File: config.mk
export PLATFORM = sky130hd
export DESIGN_NAME = spmm_row_feeder
export DESIGN_NICKNAME = d
export VERILOG_FILES = /design/src/rtl/spmm_row_feeder.sv
export SDC_FILE = /design/constraint.sdc
export NUM_CORES = 1
export LEC_CHECK = 0
export BUFFER_PORTS_ARGS = -buffer_cell sky130_fd_sc_hd__buf_2
export CAP_MARGIN = 20
export CORE_MARGIN = 1.5
export CORE_UTILIZATION = 52
export CTS_CLUSTER_SIZE = 14
export DETAILED_ROUTE_END_ITERATION = 8
export PLACE_DENSITY = 0.82
export SLEW_MARGIN = 20
export SYNTH_ARGS = -nofsm -noshare
export SYNTH_HDL_FRONTEND = slang
export SYNTH_SLANG_ARGS = --single-unit
File: constraint.sdc
create_clock -name clk -period 2.35 [get_ports clk]
set_input_delay 0.47 -clock clk [delete_from_list [all_inputs] [get_ports clk]]
set_output_delay 0.47 -clock clk [all_outputs]
set_load 0.02 [all_outputs]
File: src/rtl/spmm_row_feeder.sv
// Row feeder for one sparse dot-product PE: loads a W column, packs the CSR nonzeros of
// one H row into PE vectors, dispatches them once and returns the PE result tagged with its row.
module spmm_row_feeder #(
    parameter int DATA_WIDTH       = 8,
    parameter int DOT_PRODUCT_SIZE = 5,
    parameter int ROW_IDX_WIDTH    = 8,
    parameter int TIMEOUT_CYCLES   = 16,
    localparam int COL_IDX_WIDTH   = $clog2(DOT_PRODUCT_SIZE),
    localparam int NODE_INFO_WIDTH = COL_IDX_WIDTH + 1
) (
    input  logic                                      clk,
    input  logic                                      rst_n,
    input  logic                                      w_valid_i,
    input  logic [DATA_WIDTH-1:0]                     w_data_i,
    output logic                                      w_ready_o,
    input  logic                                      w_reload_i,
    input  logic                                      h_valid_i,
    input  logic [COL_IDX_WIDTH-1:0]                  h_col_idx_i,
    input  logic [DATA_WIDTH-1:0]                     h_value_i,
    input  logic                                      h_last_i,
    input  logic                                      h_row_last_i,
    output logic                                      h_ready_o,
    output logic                                      pe_valid_o,
    output logic [COL_IDX_WIDTH*DOT_PRODUCT_SIZE-1:0] col_idx_o,
    output logic [DATA_WIDTH*DOT_PRODUCT_SIZE-1:0]    value_o,
    output logic [NODE_INFO_WIDTH-1:0]                node_info_o,
    output logic [DATA_WIDTH*DOT_PRODUCT_SIZE-1:0]    weight_o,
    input  logic                                      pe_ready_i,
    input  logic [DATA_WIDTH-1:0]                     pe_result_i,
    output logic                                      res_valid_o,
    output logic [DATA_WIDTH-1:0]                     res_data_o,
    output logic [ROW_IDX_WIDTH-1:0]                  res_row_o,
    output logic                                      res_last_o,
    output logic                                      err_o,
    output logic [1:0]                                dbg_state_o
);
    localparam int DW  = DATA_WIDTH;
    localparam int DPS = DOT_PRODUCT_SIZE;
    localparam int CIW = COL_IDX_WIDTH;
    localparam int TW  = (TIMEOUT_CYCLES > 1) ? $clog2(TIMEOUT_CYCLES) : 1;
    localparam logic [CIW-1:0] W_LAST   = CIW'(DPS - 1);
    localparam logic [CIW-1:0] NNZ_FULL = CIW'(DPS);
    localparam logic [TW-1:0]  T_LAST   = TW'(TIMEOUT_CYCLES - 1);

    typedef enum logic [1:0] {
        S_LOAD_W  = 2'd0,
        S_COLLECT = 2'd1,
        S_ISSUE   = 2'd2,
        S_WAIT    = 2'd3
    } state_e;

    state_e                 state_q;
    logic [CIW-1:0]         w_cnt_q;
    logic [CIW-1:0]         nnz_q;
    logic                   row_last_q;
    logic [ROW_IDX_WIDTH-1:0] row_tag_q;
    logic                   reload_pend_q;
    logic [TW-1:0]          timer_q;
    logic                   pe_valid_q;
    logic                   res_valid_q;
    logic [DW-1:0]          res_data_q;
    logic [ROW_IDX_WIDTH-1:0] res_row_q;
    logic                   res_last_q;
    logic                   err_q;
    logic [DW-1:0]          weight_q [DPS];
    logic [CIW-1:0]         col_q    [DPS];
    logic [DW-1:0]          val_q    [DPS];

    logic reload_now;
    logic row_done;

    // Valid/ready: a W or H beat transfers only in a cycle where both valid and ready are high;
    // ready is never conditioned on valid, and a pending reload masks h_ready_o for that cycle.
    assign reload_now = (state_q == S_COLLECT) && (nnz_q == '0) && (reload_pend_q || w_reload_i);
    assign row_done   = (state_q == S_WAIT) && (pe_ready_i || (timer_q == T_LAST));
    assign w_ready_o  = (state_q == S_LOAD_W);
    assign h_ready_o  = (state_q == S_COLLECT) && !reload_now;

    always_ff @(posedge clk) begin
        if (!rst_n) begin
            state_q       <= S_LOAD_W;
            w_cnt_q       <= '0;
            nnz_q         <= '0;
            row_last_q    <= 1'b0;
            row_tag_q     <= '0;
            reload_pend_q <= 1'b0;
            timer_q       <= '0;
            pe_valid_q    <= 1'b0;
            res_valid_q   <= 1'b0;
            res_data_q    <= '0;
            res_row_q     <= '0;
            res_last_q    <= 1'b0;
            err_q         <= 1'b0;
            for (int i = 0; i < DPS; i++) begin
                weight_q[i] <= '0;
                col_q[i]    <= '0;
                val_q[i]    <= '0;
            end
        end else begin
            pe_valid_q  <= 1'b0;
            res_valid_q <= 1'b0;
            if (w_reload_i) reload_pend_q <= 1'b1;
            case (state_q)
                S_LOAD_W: begin
                    if (w_valid_i) begin
                        weight_q[w_cnt_q] <= w_data_i;
                        if (w_cnt_q == W_LAST) begin
                            w_cnt_q <= '0;
                            state_q <= S_COLLECT;
                        end else begin
                            w_cnt_q <= w_cnt_q + 1'b1;
                        end
                    end
                end
                S_COLLECT: begin
                    if (reload_now) begin
                        reload_pend_q <= 1'b0;
                        w_cnt_q       <= '0;
                        state_q       <= S_LOAD_W;
                    end else if (h_valid_i) begin
                        // Beats beyond the vector length are dropped but still flag the error.
                        if (nnz_q < NNZ_FULL) begin
                            col_q[nnz_q] <= h_col_idx_i;
                            val_q[nnz_q] <= h_value_i;
                            nnz_q        <= nnz_q + 1'b1;
                        end else begin
                            err_q <= 1'b1;
                        end
                        if (h_last_i) begin
                            row_last_q <= h_row_last_i;
                            pe_valid_q <= 1'b1;
                            state_q    <= S_ISSUE;
                        end
                    end
                end
                S_ISSUE: begin
                    timer_q <= '0;
                    state_q <= S_WAIT;
                end
                S_WAIT: begin
                    if (pe_ready_i) begin
                        res_valid_q <= 1'b1;
                        res_data_q  <= pe_result_i;
                        res_row_q   <= row_tag_q;
                        res_last_q  <= row_last_q;
                        row_tag_q   <= row_last_q ? '0 : row_tag_q + 1'b1;
                    end else if (timer_q == T_LAST) begin
                        err_q     <= 1'b1;
                        row_tag_q <= row_tag_q + 1'b1;
                    end else begin
                        timer_q <= timer_q + 1'b1;
                    end
                end
                default: state_q <= S_LOAD_W;
            endcase
            if (row_done) begin
                nnz_q      <= '0;
                row_last_q <= 1'b0;
                state_q    <= S_COLLECT;
                for (int i = 0; i < DPS; i++) begin
                    col_q[i] <= '0;
                    val_q[i] <= '0;
                end
            end
        end
    end

    always_comb begin
        col_idx_o = '0;
        value_o   = '0;
        weight_o  = '0;
        for (int i = 0; i < DPS; i++) begin
            col_idx_o[i*CIW +: CIW] = col_q[i];
            value_o[i*DW +: DW]     = val_q[i];
            weight_o[i*DW +: DW]    = weight_q[i];
        end
    end

    assign node_info_o = {nnz_q, row_last_q};
    assign pe_valid_o  = pe_valid_q;
    assign res_valid_o = res_valid_q;
    assign res_data_o  = res_data_q;
    assign res_row_o   = res_row_q;
    assign res_last_o  = res_last_q;
    assign err_o       = err_q;
    assign dbg_state_o = state_q;

endmodule

==> results of run 1 <==
synthesized netlist by cell type (2+ instances only):
cell type,count
a21boi_0,20
a21oi_1,2
a221oi_1,2
and2_1,99
and3_1,7
buf_2,4
buf_4,7
clkbuf_1,4
dfxtp_1,42
edfxtp_1,95
ha_1,12
inv_1,8
mux2i_1,6
nand2_1,47
nand2b_1,6
nand3_1,8
nand4_1,5
nand4b_1,2
nor2_1,17
nor2b_1,2
nor3_1,5
nor4_1,3
o211ai_1,4
o21ai_0,7
or2_2,5
xnor2_1,7
xor2_1,4
cells by family (layout without fill, tap and decap cells):
group           Yosys count  after routing  synth area share [%]
compound gates           48             48                  6.33
xor+xnor                 11             11                  1.71
fa+ha+maj                12             12                  2.66
buf+inv                  24            212                  2.17
flops                   137            137                  65.5
mux                       6              6                  1.07
simple gates            211            211                  20.6
power by group:
part	internal (uW)	switching (uW)	total (uW)
combinational	104	226	330
clock	2030	985	3010
sequential	2650	27.7	2670
total	4780	1240	6020
cell usage in the layout, fill, tap and decap left out, types with 2 or more instances in the layout:
master	count
o21ai_0	7
nor3_1	5
nand4_1	5
and2_1	99
edfxtp_1	95
nand4b_1	2
xor2_1	4
or2_2	5
bufinv_16	7
nand2_1	47
buf_4	15
a21oi_1	2
mux2i_1	6
and3_1	7
nand3_1	8
nor2_1	17
ha_1	11
clkbuf_16	16
inv_1	8
buf_2	157
a221oi_1	2
xnor2_1	7
dfxtp_1	40
clkinvlp_4	2
nor4_1	3
a21boi_0	20
nand2b_1	5
o211ai_1	4
clkinv_1	4
worst reg2reg max path, cell delays in order (launching register included):
cell and delay [ns]:
dfxtp_1 0.37, inv_1 0.17, ha_1 0.38, nand4_1 0.24, nor3_1 0.27, nand2b_1 0.37
area by class of cell:
cell class / instances / area (um^2) / share of cell area (%)
Multi-Input combinational cell: 288 / 1840 / 25.2
Inverter: 8 / 30.0 / 0.411
Sequential cell: 137 / 3700 / 50.6
Clock buffer: 17 / 414 / 5.67
Tap cell: 136 / 170 / 2.33
Clock inverter: 15 / 254 / 3.48
Timing Repair Buffer: 172 / 898 / 12.3
metal layers:
layer  GRT usage [%]  up-vias  wire, um
met3            6.08       23       854
met5               0        -         0
met4            9.62        0       260
met1            28.0     1952      5240
met2            40.7      154      6820
li1                -     1919         -
through the flow:
| step | cell area [um^2] | cells |
|---|---|---|
| 2_1_floorplan | 5640 | 449 |
| 3_3_place_gp | 6610 | 740 |
| 3_5_place_dp | 6610 | 740 |
| 4_1_cts | 7290 | 773 |
| 5_1_grt | 7300 | 773 |
| 6_report | 7300 | 773 |
state kept, by name, indices dropped and copies added, names as in the netlist, 2 cells and up:
name,flops
nnz_q,3
val_q,40
row_tag_q,8
dbg_state_o,2
res_data_o,8
col_q,15
res_row_o,8
weight_q,40
timer_q,4
w_cnt_q,3
path summary, 6_finish.rpt:
kind                                from                      endpoint  slack [ns]  depth (start not counted)
min                         h_row_last_i       row_last_q$_SDFFE_PP0P_        0.18                          3
min reg2reg    res_row_o[2]$_SDFFE_PN0P_     res_row_o[2]$_SDFFE_PN0P_        0.46                          2
max                nnz_q[0]$_SDFFE_PP0P_                     h_ready_o         0.1                          5
max reg2reg  dbg_state_o[1]$_SDFFE_PP0P_  weight_q[0][5]$_SDFFCE_PN0P_        0.21                          5
what timing repair did:
action	in CTS	in global routing
setup endpoints to repair	1	1
pin swaps	1	0
hold endpoints to repair	0	0
gates resized for setup	3	4
buffers inserted	1	0
==> metrics.txt, run 1 <==
minimum clock period after layout=2.25 ns; Synthesis Warnings=0; gr ovfl total=0; Final ANT Viol Nets=0; Synth top area share=50.6%; WS Path Type=register to output port; first-pass GRT wire length=20200 um; Tot Pwr=6020 uW; Post-synth EDFFs=95; Setup Skew=between 0.006 and 0.007 ns; setup TNS=0 ns; RSZ-0062 raised after global routing=false; Final setup viols=0; Synth Instances=about 450; fraction of layout cells with a size suffix above 1=33.9%; Final Util=approximately 70%; Via density=~5.2; pwr/cell area=approximately 800 nW/um^2; Port Buf Inserts=157; Slew HR=63.0%; Leakage Power=0.00316 uW; post-synthesis sequential area ratio=65.5%; CP arrival=1.78 ns; Peak VDD IR=around 0.00045 V; CORE AREA=~10000 um^2; dominant cell type by area after synthesis=edfxtp_1; clk root buf=clkbuf_8; CTS tree=built; startpoint types=register; Syn Area/Cell=12.6 um^2; Pins Over Slew Limit=0; syn nets=around 500; Nets=671; ranking of synthesized cells by area=edfxtp_1 51%, dfxtp_1 15%, and2_1 11%; vias in the first global route=4048; CTS H-tree lvls=4; DRC Markers=0; CTS max path bufs=2; DR WL/cell=17.0 um; Ant. Diodes=0; hpwl dp=9240 um; Worst path top cell family by delay=flip-flops; Crit. End Element=output port; io pins=158; final setup margin=0.0951 ns; Die H=107 um; Max Clk Rate=0.443 GHz; Initial Utilization=54.1%; Area Overhead vs Synth=29.6%; synthesized flop and latch total=137; worst path bufs/invs=2; Max-cap violations=0; DR vias=4048; fin crit share=96.0%; clock tree sinks=~140; crit path cell chain=inv_1 -> ha_1 -> nor2b_2 -> a21oi_2 -> buf_2; status=finished, final reports clean; Post-synth top flop=edfxtp_1; DRT iter0 DRCs=224; Place WS=0.200 ns; die area=11500 um^2; largest net degree at the start of global routing=22; standard-cell rows=37; mapped cell area=5640 um^2; drt total wl=13200 um; Cell variety after synth=46; critical path data required time=roughly 1.9 ns; worst slew pin tran=0.553 ns; worst-path fanout max=8; Worst-Skew Late Latency=0.52 ns; GRT Util Overall=23.6%; Fin. Hold Viols=0; # fillers=716; initial antenna violation count=0; Worst path max stage delay=0.38 ns; Clock transition at path regs=0.06 ns; Hold-fix buffers, CTS=0; TritonCTS buffer count=17; Die Width=107 um; worst hold path class=primary input to register; slowest stage cell, crit path=dfxtp_4; DR pass1 iterations=5; ys async rst share=0%; WHS=0.185 ns; final RePlAce weighted congestion=0.785
Power figures use the tool's default switching activity.
==> run 2: changes to the inputs <==
BUFFER_PORTS_ARGS = -buffer_cell sky130_fd_sc_hd__clkbuf_2   (was -buffer_cell sky130_fd_sc_hd__buf_2)
CORE_UTILIZATION = 56   (was 52)
PLACE_DENSITY = 0.87   (was 0.82)
clock period = 2.8 ns   (was 2.35 ns; I/O delays follow)
==> metrics.txt, run 2 (synthesized netlist as in run 1, its figures left out) <==
status=finished, final reports clean (unchanged); largest net degree at the start of global routing=31 (was 22); CTS H-tree lvls=4 (unchanged); GRT Util Overall=22.6% (was 23.6%); CP arrival=1.97 ns (was 1.78 ns); Worst Hold Depth=3 (unchanged); gr ovfl total=0 (unchanged); clk root buf=clkbuf_8 (unchanged); Crit. End Element=output port (unchanged); WS Path Type=register to output port (unchanged); standard-cell rows=36 (was 37); Min-Delay Endpoint=res_data_o[1]$_SDFFE_PN0P_ (was row_last_q$_SDFFE_PP0P_); Max-cap violations=0 (unchanged); hpwl dp=8690 um (was 9240 um); reg2reg path depth=5 (unchanged); io pins=158 (unchanged); Ant. Diodes=0 (unchanged); RSZ-0062 raised after global routing=false (unchanged); reg2reg start=nnz_q[0]$_SDFFE_PP0P_ (was dbg_state_o[1]$_SDFFE_PP0P_); Initial Utilization=57.7% (was 54.1%); minimum clock period after layout=2.53 ns; WHS=0.274 ns (was 0.185 ns); final RePlAce weighted congestion=0.849 (was 0.785); CTS tree=built (unchanged); Pins Over Slew Limit=0 (unchanged); DR WL/cell=15.6 um (was 17.0 um); die area=10700 um^2 (was 11500 um^2); clock tree sinks=137 (unchanged); Nets=666 (was 671); reg2reg end=val_q[2][3]$_SDFFCE_PN0P_ (was weight_q[0][5]$_SDFFCE_PN0P_); fin crit share=90.4%; Tot Pwr=4470 uW (was 6020 uW); Via density=5.20 (was 5.24); fraction of layout cells with a size suffix above 1=32.1% (was 33.9%); pwr/cell area=629 nW/um^2 (was 824 nW/um^2); DRC Markers=0 (unchanged); CORE AREA=9770 um^2 (was 10400 um^2); worst slew pin tran=0.526 ns (was 0.553 ns); Die Width=103 um (was 107 um); critical path data required time=2.24 ns (was 1.88 ns); Peak VDD IR=0.000393 V (was 0.000449 V); startpoint types=register (unchanged); DR vias=3979 (was 4048); Slew HR=64.9% (was 63.0%); first-pass GRT wire length=17800 um (was 20200 um); Clock transition at path regs=0.06 ns (about the same); post-CTS sizing=0 (was 3); TritonCTS buffer count=17 (unchanged); Port Buf Inserts=157 (unchanged); initial antenna violation count=0 (unchanged); Fin. Hold Viols=0 (unchanged); biggest regs=val_q (40), weight_q (40), col_q (15) (unchanged); vias in the first global route=3707 (was 4048); Setup Skew=0.00953 ns (was 0.00615 ns); # fillers=653 (was 716); Worst R2R Setup Slack=0.52 ns (was 0.21 ns); Max Clk Rate=0.395 GHz; Worst-Skew Late Latency=0.52 ns (about the same); drt total wl=11900 um (was 13200 um); DR pass1 iterations=4 (was 5); setup TNS=0 ns (unchanged); Final setup viols=0 (unchanged); commonest non-fill, non-tap cell in the layout=clkbuf_2 (was buf_2); most frequent cells in the layout=157 x clkbuf_2, 99 x and2_1, 95 x edfxtp_1 (was 157 x buf_2, 99 x and2_1, 95 x edfxtp_1); worst hold path class=primary input to register (unchanged); Area Overhead vs Synth=26.0% (was 29.6%); CTS max path bufs=2 (unchanged); Final ANT Viol Nets=0 (unchanged); fin area=7100 um^2 (was 7300 um^2); worst-path fanout max=8 (unchanged); min-delay src=pe_result_i[1] (was h_row_last_i); placed inst area=6570 um^2 (was 6610 um^2); Die H=103 um (was 107 um); DRT iter0 DRCs=142 (was 224); Leakage Power=0.00304 uW (was 0.00316 uW)
==> run 2: metrics by stage <==
step                util (%)  setup slack (ns)  instances
floorplan                  -             0.561        449
global placement        67.2             0.529        732
detailed placement      67.2             0.420        732
CTS                     72.6            0.0840        764
global route            72.7             0.149        765
finish                  72.7             0.268        765
==> run 2: power breakdown <==
part / switching (uW) / total, uW / internal (uW)
combinational: 184 / 267 / 83.5
clock: 743 / 1950 / 1210
sequential: 23.3 / 2250 / 2220
==> run 2: layout make-up <==
| type | instances | area (um^2) | area share, % |
|---|---|---|---|
| clock buffers | 29 | 510 | 7.19 |
| clock inverters | 3 | 15.0 | 0.211 |
| inverters | 8 | 30.0 | 0.423 |
| multi-input cells | 288 | 1830 | 25.7 |
| flip-flops and latches | 137 | 3690 | 52.0 |
| well taps | 133 | 166 | 2.34 |
| repair buffers | 167 | 861 | 12.1 |
==> run 2: how the worst max path moves through the flow <==
stage / from / to / slack (ns) / cells after the start
global placement: rst_n / col_q[2][2]$_SDFFCE_PN0P_ / 0.53 / 5
CTS: nnz_q[0]$_SDFFE_PP0P_ / h_ready_o / 0.08 / 5
finish: nnz_q[0]$_SDFFE_PP0P_ / h_ready_o / 0.27 / 5
detailed placement: rst_n / val_q[2][3]$_SDFFCE_PN0P_ / 0.42 / 5
global route: nnz_q[0]$_SDFFE_PP0P_ / h_ready_o / 0.15 / 5
floorplan: dbg_state_o[0]$_SDFFE_PN0P_ / weight_q[4][0]$_SDFFCE_PN0P_ / 0.56 / 6
==> run 2: worst max-delay path, cell delays in order, from the launching register on <==
cell	delay [ns]
dfxtp_1	0.49
inv_1	0.15
ha_1	0.26
nor2b_1	0.17
a21oi_2	0.19
clkbuf_2	0.19
==> run 2: per-layer routing <==
metal / part of all wire (%) / vias to the layer above / global-route usage (%)
li1: - / 1910 / -
met1: 41 / 1894 / 28.3
met2: 50 / 145 / 36.0
met3: 5.4 / 30 / 5.44
met4: 3.3 / 0 / 13.4
met5: 0 / - / 0
==> run 2: repair_timing <==
item	in CTS	in global routing
endpoints found under the setup margin	0	1
hold buffers	0	0
setup buffers	0	1
